### config.mk
export PLATFORM = sky130hd
export DESIGN_NAME = play_timer_ctrl_flat
export DESIGN_NICKNAME = d
export VERILOG_FILES = /design/src/rtl/play_timer_ctrl_if.sv /design/src/rtl/play_timer_ctrl.sv /design/src/flat_wrapper.sv
export SDC_FILE = /design/constraint.sdc
export NUM_CORES = 1
export LEC_CHECK = 0
export BUFFER_PORTS_ARGS = -buffer_cell sky130_fd_sc_hd__buf_2
export CORE_UTILIZATION = 40
export CTS_CLUSTER_SIZE = 14
export DETAILED_ROUTE_END_ITERATION = 10
export PLACE_DENSITY = 0.66
export SLEW_MARGIN = 0
export SYNTH_ARGS = -nofsm -noshare
export SYNTH_HDL_FRONTEND = slang
export SYNTH_SLANG_ARGS = --single-unit
### constraint.sdc
create_clock -name clk -period 3.6 [get_ports clk]
set_input_delay 0.54 -clock clk [delete_from_list [all_inputs] [get_ports clk]]
set_output_delay 0.54 -clock clk [all_outputs]
set_load 0.02 [all_outputs]
### src/rtl/play_timer_ctrl_if.sv
// Command/length inputs and MM:SS, state, tick and done outputs of play_timer_ctrl.
// seek_fwd is present only when TIMER_SEEK_EN is defined.
interface play_timer_ctrl_if;
  logic        start;
  logic        pause;
  logic        stop;
`ifdef TIMER_SEEK_EN
  logic        seek_fwd;
`endif
  logic [15:0] track_len;
  logic [1:0]  state;
  logic [3:0]  sec_l;
  logic [3:0]  sec_h;
  logic [3:0]  min_l;
  logic [3:0]  min_h;
  logic        tick;
  logic        done;

  modport master (
`ifdef TIMER_SEEK_EN
    output seek_fwd,
`endif
    output start, pause, stop, track_len,
    input  state, sec_l, sec_h, min_l, min_h, tick, done
  );

  modport slave (
`ifdef TIMER_SEEK_EN
    input  seek_fwd,
`endif
    input  start, pause, stop, track_len,
    output state, sec_l, sec_h, min_l, min_h, tick, done
  );
endinterface

### src/rtl/play_timer_ctrl.sv
// MM:SS play timer: IDLE/PLAY/PAUSE/DONE with a TICK_DIV prescaler, registered outputs,
// no backpressure (commands are single-cycle pulses). TIMER_SEEK_EN adds a +10 s seek.
module play_timer_ctrl #(
  parameter int unsigned TICK_DIV = 100000000
) (
  input  logic            clk,
  input  logic            rst,
  play_timer_ctrl_if.slave tmr
);

  typedef enum logic [1:0] {
    S_IDLE  = 2'd0,
    S_PLAY  = 2'd1,
    S_PAUSE = 2'd2,
    S_DONE  = 2'd3
  } state_e;

  localparam int unsigned     PW        = (TICK_DIV > 1) ? $clog2(TICK_DIV) : 1;
  localparam logic [PW-1:0]   PRESC_MAX = PW'(TICK_DIV - 1);

  state_e        state_q, state_d;
  logic [15:0]   time_q, time_d;
  logic [15:0]   len_q, len_d;
  logic [PW-1:0] presc_q, presc_d;
  logic          tick_q, tick_d;
  logic          done_q, done_d;
  logic          stepped, seeked, len_ok;

  function automatic logic [7:0] inc_min(input logic [7:0] m);
    logic [3:0] mh, ml;
    {mh, ml} = m;
    if (ml != 4'd9) begin
      ml = ml + 4'd1;
    end else begin
      ml = 4'd0;
      mh = (mh == 4'd5) ? 4'd0 : mh + 4'd1;
    end
    return {mh, ml};
  endfunction

  function automatic logic [15:0] inc_sec(input logic [15:0] t);
    logic [3:0] sh, sl;
    logic [7:0] m;
    {m, sh, sl} = t;
    if (sl != 4'd9) begin
      sl = sl + 4'd1;
    end else begin
      sl = 4'd0;
      if (sh != 4'd5) begin
        sh = sh + 4'd1;
      end else begin
        sh = 4'd0;
        m  = inc_min(m);
      end
    end
    return {m, sh, sl};
  endfunction

  function automatic logic [15:0] add_10s(input logic [15:0] t);
    logic [3:0] sh, sl;
    logic [7:0] m;
    {m, sh, sl} = t;
    if (sh != 4'd5) begin
      sh = sh + 4'd1;
    end else begin
      sh = 4'd0;
      m  = inc_min(m);
    end
    return {m, sh, sl};
  endfunction

  // A length with any out-of-range digit can never equal a legal time, so it is unlimited.
  function automatic logic bcd_legal(input logic [15:0] t);
    return (t[15:12] <= 4'd5) && (t[11:8] <= 4'd9) && (t[7:4] <= 4'd5) && (t[3:0] <= 4'd9);
  endfunction

  assign len_ok = (len_q != 16'h0000) && bcd_legal(len_q);

  always_comb begin
    state_d = state_q;
    time_d  = time_q;
    len_d   = len_q;
    presc_d = presc_q;
    tick_d  = 1'b0;
    done_d  = 1'b0;
    stepped = 1'b0;
    seeked  = 1'b0;
    if (tmr.stop) begin
      state_d = S_IDLE;
      time_d  = 16'h0000;
      presc_d = '0;
    end else if (tmr.start) begin
      state_d = S_PLAY;
      time_d  = 16'h0000;
      presc_d = '0;
      len_d   = tmr.track_len;
    end else begin
      if (state_q == S_PLAY) begin
        if (tmr.pause) begin
          state_d = S_PAUSE;
        end else if (presc_q == PRESC_MAX) begin
          presc_d = '0;
          time_d  = inc_sec(time_q);
          tick_d  = 1'b1;
          stepped = 1'b1;
        end else begin
          presc_d = presc_q + PW'(1);
        end
      end else if (state_q == S_PAUSE && tmr.pause) begin
        state_d = S_PLAY;
      end
`ifdef TIMER_SEEK_EN
      if (tmr.seek_fwd && (state_q == S_PLAY || state_q == S_PAUSE)) begin
        time_d = add_10s(time_d);
        seeked = 1'b1;
      end
`endif
      // A seek may jump past the end, so it clamps; a plain tick only ever lands exactly on it.
      if (len_ok && ((stepped && time_d == len_q) || (seeked && time_d >= len_q))) begin
        time_d  = len_q;
        state_d = S_DONE;
        done_d  = 1'b1;
      end
    end
  end

  always_ff @(posedge clk or posedge rst) begin
    if (rst) begin
      state_q <= S_IDLE;
      time_q  <= 16'h0000;
      len_q   <= 16'h0000;
      presc_q <= '0;
      tick_q  <= 1'b0;
      done_q  <= 1'b0;
    end else begin
      state_q <= state_d;
      time_q  <= time_d;
      len_q   <= len_d;
      presc_q <= presc_d;
      tick_q  <= tick_d;
      done_q  <= done_d;
    end
  end

  assign tmr.state = state_q;
  assign tmr.min_h = time_q[15:12];
  assign tmr.min_l = time_q[11:8];
  assign tmr.sec_h = time_q[7:4];
  assign tmr.sec_l = time_q[3:0];
  assign tmr.tick  = tick_q;
  assign tmr.done  = done_q;

endmodule

### src/flat_wrapper.sv
// flat-port wrapper written by rule: the top's interface ports become plain ports
module play_timer_ctrl_flat 
#(
  parameter int unsigned TICK_DIV = 100000000
)
  (clk, rst, tmr_start, tmr_pause, tmr_stop, tmr_track_len, tmr_state, tmr_sec_l, tmr_sec_h, tmr_min_l, tmr_min_h, tmr_tick, tmr_done);
  play_timer_ctrl_if tmr_i ();
  input  logic clk;
  input  logic rst;
  input wire logic [$bits(tmr_i.start)-1:0] tmr_start;
  input wire logic [$bits(tmr_i.pause)-1:0] tmr_pause;
  input wire logic [$bits(tmr_i.stop)-1:0] tmr_stop;
  input wire logic [$bits(tmr_i.track_len)-1:0] tmr_track_len;
  output wire logic [$bits(tmr_i.state)-1:0] tmr_state;
  output wire logic [$bits(tmr_i.sec_l)-1:0] tmr_sec_l;
  output wire logic [$bits(tmr_i.sec_h)-1:0] tmr_sec_h;
  output wire logic [$bits(tmr_i.min_l)-1:0] tmr_min_l;
  output wire logic [$bits(tmr_i.min_h)-1:0] tmr_min_h;
  output wire logic [$bits(tmr_i.tick)-1:0] tmr_tick;
  output wire logic [$bits(tmr_i.done)-1:0] tmr_done;
  assign tmr_i.start = tmr_start;
  assign tmr_i.pause = tmr_pause;
  assign tmr_i.stop = tmr_stop;
  assign tmr_i.track_len = tmr_track_len;
  assign tmr_state = tmr_i.state;
  assign tmr_sec_l = tmr_i.sec_l;
  assign tmr_sec_h = tmr_i.sec_h;
  assign tmr_min_l = tmr_i.min_l;
  assign tmr_min_h = tmr_i.min_h;
  assign tmr_tick = tmr_i.tick;
  assign tmr_done = tmr_i.done;
  play_timer_ctrl #(.TICK_DIV(TICK_DIV)) u_core (.clk(clk), .rst(rst), .tmr(tmr_i));
endmodule
# == Word-level counts from Yosys, hierarchy flattened ==
# Index checks and enable logic that the tools add are counted.
# classes
bitwise,1
n_eq_ne,10
n_mux,37
add_sub_neg,5
n_reduce_logical,13
magnitude_cmp,4
# op_table
op,count
2-to-1 mux 27 bit,5
2-to-1 mux 16 bit,8
"adder 27 x 1 -> 27 bit, second input constant",1
"equality test 27 bit, second input constant",1
2-to-1 mux 4 bit,6
"adder 4 x 1 -> 4 bit, second input constant",4
equality test 16 bit,1
2-to-1 mux 8 bit,2
nonzero test 16 bit,1
2-to-1 mux 2 bit,6
2-to-1 mux 1 bit,10
"less-or-equal comparator 4 x 3 -> 1 bit, second input constant",2
"less-or-equal comparator 4 bit, second input constant",2
"inequality test 4 bit, second input constant",2
logical AND 1 bit,7
AND reduction 2 bit,3
"inequality test 5 bit, second input constant",1
nonzero test 5 bit,1
"equality test 4 x 3 -> 1 bit, second input constant",1
"inequality test 4 x 3 -> 1 bit, second input constant",1
"inequality test 3 x 2 -> 1 bit, second input constant",1
nonzero test 3 bit,1
"equality test 2 x 1 -> 1 bit, second input constant",1
"equality test 2 bit, second input constant",1
NOT 1 bit,1
# totals
input_bits,21
word_cells,76
output_inout_bits,20
ff_bits,63

# == Depth between registers and ports, before layout ==
# logic_depth
word_depth,16
mapped_depth,12
mapped_depth_nobuf,10

# == Worst setup path after synthesis ==
# OpenSTA, ideal clock, no wires.
# synth_path
path_kind,register -> register
from,reg u_core.time_q[4]
to,reg u_core.state_q[0] (netlist: u_core.tmr.state[0])
required_ns,3.476
setup_ns,0.124
path_buffers,2
period_less_slack_ns,2.792
path_stages_with_launch,12
t_arrival_ns,2.668
path_slack_ns,0.808
path_cell_list,dfrtp_1 -> ha_1 -> and3b_1 -> clkbuf_1 -> nand3_1 -> or4_1 -> clkbuf_1 -> a21oi_1 -> a2111oi_2 -> o211a_1 -> and4_1 -> a211o_1
# synth_via
elab_chain_len,14
word_cells_on_any_way,20
classes_between,add/sub: 1; eq/ne: 3; mux: 12; reduce/logical: 4
# synth_lines
item,line_no,text
start: declaration,play_timer_ctrl.sv:22,"logic [15:0] time_q, time_d;"
start signal: assignment,play_timer_ctrl.sv:137,time_q <= time_d;
adder 4 x 1 -> 4 bit / inequality test 4 x 3 -> 1 bit (equally long branches),"play_timer_ctrl.sv:50, play_timer_ctrl.sv:49",
2-to-1 mux 4 bit / 2-to-1 mux 8 bit (equally long branches),play_timer_ctrl.sv:49,if (sh != 4'd5) begin
2-to-1 mux 4 bit / 2-to-1 mux 8 bit (equally long branches),play_timer_ctrl.sv:45,if (sl != 4'd9) begin
2-to-1 mux 16 bit,play_timer_ctrl.sv:101,end else if (presc_q == PRESC_MAX) begin
2-to-1 mux 16 bit,play_timer_ctrl.sv:99,if (tmr.pause) begin
2-to-1 mux 16 bit (*),play_timer_ctrl.sv:98,if (state_q == S_PLAY) begin
2-to-1 mux 16 bit (*),play_timer_ctrl.sv:92,end else if (tmr.start) begin
2-to-1 mux 16 bit (*),play_timer_ctrl.sv:88,if (tmr.stop) begin
equality test 16 bit (*),play_timer_ctrl.sv:119,if (len_ok && ((stepped && time_d == len_q) || (seeked && time_d >= len_q))) begin
logical AND 1 bit (*) (2 in series),play_timer_ctrl.sv:119,
2-to-1 mux 2 bit,play_timer_ctrl.sv:119,
2-to-1 mux 2 bit,play_timer_ctrl.sv:92,
2-to-1 mux 2 bit,play_timer_ctrl.sv:88,
end signal: assignment,play_timer_ctrl.sv:136,state_q <= state_d;
end: declaration,play_timer_ctrl.sv:21,"state_e state_q, state_d;"
# Every way passes the cells marked *; elsewhere a longest branch is shown, timed or not. The select of a mux whose other input is x is not followed.
# A chain may end at the register's enable or synchronous reset.

# == Worst setup path after layout ==
# layout_path
from,reg u_core.time_q[1]
to,reg u_core.state_q[0] (netlist: u_core.tmr.state[0])
# layout_via
elab_chain_len,13
word_cells_on_any_way,19
classes_between,add/sub: 1; eq/ne: 3; mux: 11; reduce/logical: 4
# layout_lines
item,line_no
adder 4 x 1 -> 4 bit / inequality test 4 bit (equally long branches),"play_timer_ctrl.sv:46, play_timer_ctrl.sv:45"
2-to-1 mux 4 bit / 2-to-1 mux 8 bit (equally long branches),play_timer_ctrl.sv:45
2-to-1 mux 16 bit,play_timer_ctrl.sv:101
2-to-1 mux 16 bit,play_timer_ctrl.sv:99
2-to-1 mux 16 bit (*),play_timer_ctrl.sv:98
2-to-1 mux 16 bit (*),play_timer_ctrl.sv:92
2-to-1 mux 16 bit (*),play_timer_ctrl.sv:88
equality test 16 bit (*),play_timer_ctrl.sv:119
logical AND 1 bit (*) (2 in series),play_timer_ctrl.sv:119
2-to-1 mux 2 bit,play_timer_ctrl.sv:119
2-to-1 mux 2 bit,play_timer_ctrl.sv:92
2-to-1 mux 2 bit,play_timer_ctrl.sv:88
# Marked as above.

==> summary.md <==
| Metric | Value |
|---|---|
| Post-synthesis async set-or-reset flop share | 100% |
| Synth Area per Inst | between 9 and 10 µm² |
| Starting Density | 41.7% |
| Post-synth EDFFs | 0 |
| Unrepaired setup endpoints after global routing | false |
| Drt wl/cell | 16.3 µm |
| Seq/Total Area, Yosys | 40.8% |
| Lkg Pwr | roughly 1.8 nW |
| Final period utilization | 85.8% |
| Number of global-route vias before repair | 3106 |
| Synth-to-layout area growth | 13.9% |
| Number of diodes | 0 |
| Port Buffer Count | 40 |
| Post-Layout Cell Count | 583 |
| Clk buf depth | 2 |
| Psw | 0.432 mW |
| DR pass1 iterations | 4 |
| TritonCTS buffer count | 9 |
| CTS Hold Bufs | 0 |
| Die ar. | roughly 10000 µm² |
| Max Cap Viol | 0 |
| Clk_skew | 0.0102 ns |
| Share of total power in the clock network | 40.8% |
| CP arrival | roughly 3.3 ns |
| Worst Max-Slew Pin Slew | approximately 0.91 ns |
| Unique masters post-synth | 59 |
| Fill count | 915 |
| Fmax | roughly 0.32 GHz |
| Initial DRC count | 249 |
| Clock-pin slew on the worst setup and hold paths | 0.08 ns |
| Max_slew headroom | ~39% |
| Reg2reg path depth | 10 |
| Power per cell area | between 300 and 400 nW/µm² |
| Post-CTS setup buffers | 0 |
| Status | complete, no violations |
| Root Buffer Master | clkbuf_8 |
| Register bit total from synthesis | 63 |
| Min-Delay Path Class | in -> async |
| DRT antenna net count | 0 |
| Die height | 100 µm |
| Ys flop type | dfrtp_1 |
| Dpl cells | between 500 and 600 |
| Worst setup path start | u_core.time_q[1]$_DFF_PP0_ |
| Reg-to-reg critical path startpoint | u_core.time_q[1]$_DFF_PP0_ |
| Site row count | 35 |
| Layout cells sized above 1 | 20.3% |
| Fin. Hold Viols | 0 |
| Final Max Slew Viols | 0 |
| Clk_lat worst skew | ~0.35 ns |
| H-tree depth | 3 |
| Reg2reg setup slack | between 0.5 and 0.6 ns |
| Reg-to-Reg End | u_core.tmr.state[0]$_DFFE_PP0P_ |
| Min Clock Period, post-route | between 3 and 4 ns |
| CTS tree | done |
| Drt drc | 0 |
| I/O pins | 41 |
| Final GP Congestion | 0.867 |
| Total Wirelength | 9470 µm |
| Clock sink count | 63 |
| Vias/cell | 5.62 |
| # resized after CTS | 0 |
| CORE AREA | slightly above 9000 µm² |
| Netlist Area Pre-Place | ~3900 µm² |
| Startpoint type of the worst setup path | register |
| Gr usage total | 20.2% |
| Share of power burned in registers | 50.2% |
| Syn. warnings | 0 |
| Logic gate share of total power | 9.0% |
| Cell count after synthesis | 409 |
| Syn nets | 439 |
| First-pass GRT wire length | roughly 16000 µm |
| Largest net degree at the start of global routing | 43 |
| Peak supply drop | ~0.14 mV |
| CP max FO | 11 |
| Crit Path Category | reg -> reg |
| Util after Layout | 47.4% |
| Required @ worst endpoint | 3.83 ns |
| Final net count | ~480 |
| DP HPWL | 6830 µm |
| Chip width | 100 µm |
| Internal power | 1.13 mW |
| Switching share of power | 27.7% |
| GR Overflow Total | 0 |
| Via count | 3277 |
| Initial antenna violation count | 0 |
| Crit path capture type | register |
| Setup_tns | 0 ns |
| # setup viols final | 0 |
[layout make-up]
| cell class | instances | area, µm² | area share, % |
|---|---|---|---|
| sequential | 63 | 1580 | 35.8 |
| multi-input combinational | 319 | 2190 | 49.6 |
| inverter | 12 | 45.0 | 1.02 |
| clock buffer | 9 | 124 | 2.81 |
| clock inverter | 7 | 81.3 | 1.85 |
| tap | 129 | 161 | 3.66 |
| timing repair buffer | 44 | 230 | 5.23 |
[kinds of logic after synthesis]
kind of cell	after synthesis	synth area share (%)
buf+inv	27	2.72
compound gates	76	13.5
flops	63	40.8
fa+ha+maj	9	2.91
mux	24	6.70
simple gates	180	26.6
xor+xnor	30	6.79
[power groups by stage]
stage          combinational, mW  clock (mW)  sequential (mW)
2_1_floorplan              0.103           0            0.779
3_3_place_gp               0.139           0            0.796
3_5_place_dp               0.142           0            0.796
4_1_cts                    0.142       0.657            0.782
5_1_grt                    0.157       0.688            0.789
6_report                   0.140       0.638            0.783
[metal layers]
metal,vias to the layer above,track usage (%),share of wire (%)
li1,1582,-,-
met1,1578,27.5,47
met2,103,31.9,45
met3,14,4.60,6.0
met4,0,6.47,1.3
met5,-,0,0
[worst max-delay path by stage]
stage | slack [ns] | cells after the start | endpoint
CTS | 0.53 | 10 | u_core.tmr.state[0]$_DFFE_PP0P_
detailed placement | 0.52 | 10 | u_core.tmr.state[0]$_DFFE_PP0P_
floorplan | 0.81 | 11 | u_core.tmr.state[0]$_DFFE_PP0P_
finish | 0.51 | 10 | u_core.tmr.state[0]$_DFFE_PP0P_
global placement | 0.56 | 10 | u_core.tmr.state[0]$_DFFE_PP0P_
global route | 0.34 | 10 | u_core.tmr.state[0]$_DFFE_PP0P_
[worst max-delay path: stages (launching register included)]
cell       delay [ns]
dfrtp_1          0.43
inv_1            0.11
ha_1             0.17
and3b_1          0.42
nand3_1          0.24
or4_1            0.58
a21oi_1          0.29
a2111oi_2        0.07
o211a_1          0.19
and4_1           0.21
a211o_1          0.26
[state kept, by name (all words and copies together), names as in the netlist]
name and flops:
u_core.tmr.done 1, u_core.presc_q 27, u_core.time_q 16, u_core.tmr.state 2
u_core.tmr.tick 1, u_core.len_q 16
[synthesized netlist by cell type, drive strengths merged (7+ instances only)]
cell / number / area (µm²)
nand3: 22 / 110
o21ai: 18 / 90.1
nand4: 11 / 105
xnor2: 10 / 87.6
mux2i: 9 / 90.1
inv: 12 / 45.0
and4: 7 / 61.3
nand2: 26 / 97.6
nor4: 13 / 111
xor2: 20 / 175
dfrtp: 63 / 1580
mux2: 15 / 169
or3: 8 / 50.1
clkbuf: 12 / 45.0
ha: 9 / 113
nor2: 54 / 203
a21oi: 21 / 109
nor3: 11 / 65.1
[metrics by stage]
step | area (µm²) | worst slack [ns] | power, mW | hold WS, ns
after global placement | 4200 | 0.555 | 0.935 | 0.545
final | 4400 | 0.510 | 1.56 | 0.386
after floorplan | 3870 | 0.808 | 0.882 | 0.512
after CTS | 4400 | 0.535 | 1.58 | 0.380
after detailed placement | 4200 | 0.515 | 0.937 | 0.553
after global routing | 4400 | 0.341 | 1.63 | 0.397
[layout by cell type (no fill, tap or decap), types with 3 or more instances in the layout]
cell type and n:
dfrtp_1 63, nor2_1 54, buf_2 40, nand2_1 26, nand3_1 22, a21oi_1 20
xor2_1 20, o21ai_0 18, mux2_2 15, inv_1 11, nor4_1 11, xnor2_1 10
nor3_1 9, mux2i_1 9, ha_1 9, clkbuf_8 9, or3_1 8, nand4_1 8
and4_1 7, nor2b_1 4, and3b_1 4, a22oi_1 4, clkinv_4 4, buf_4 4
and3_1 3, a21o_1 3, or4_1 3, nand2b_1 3, a211oi_1 3, nor3b_1 3
Power figures use the tool's default switching activity.
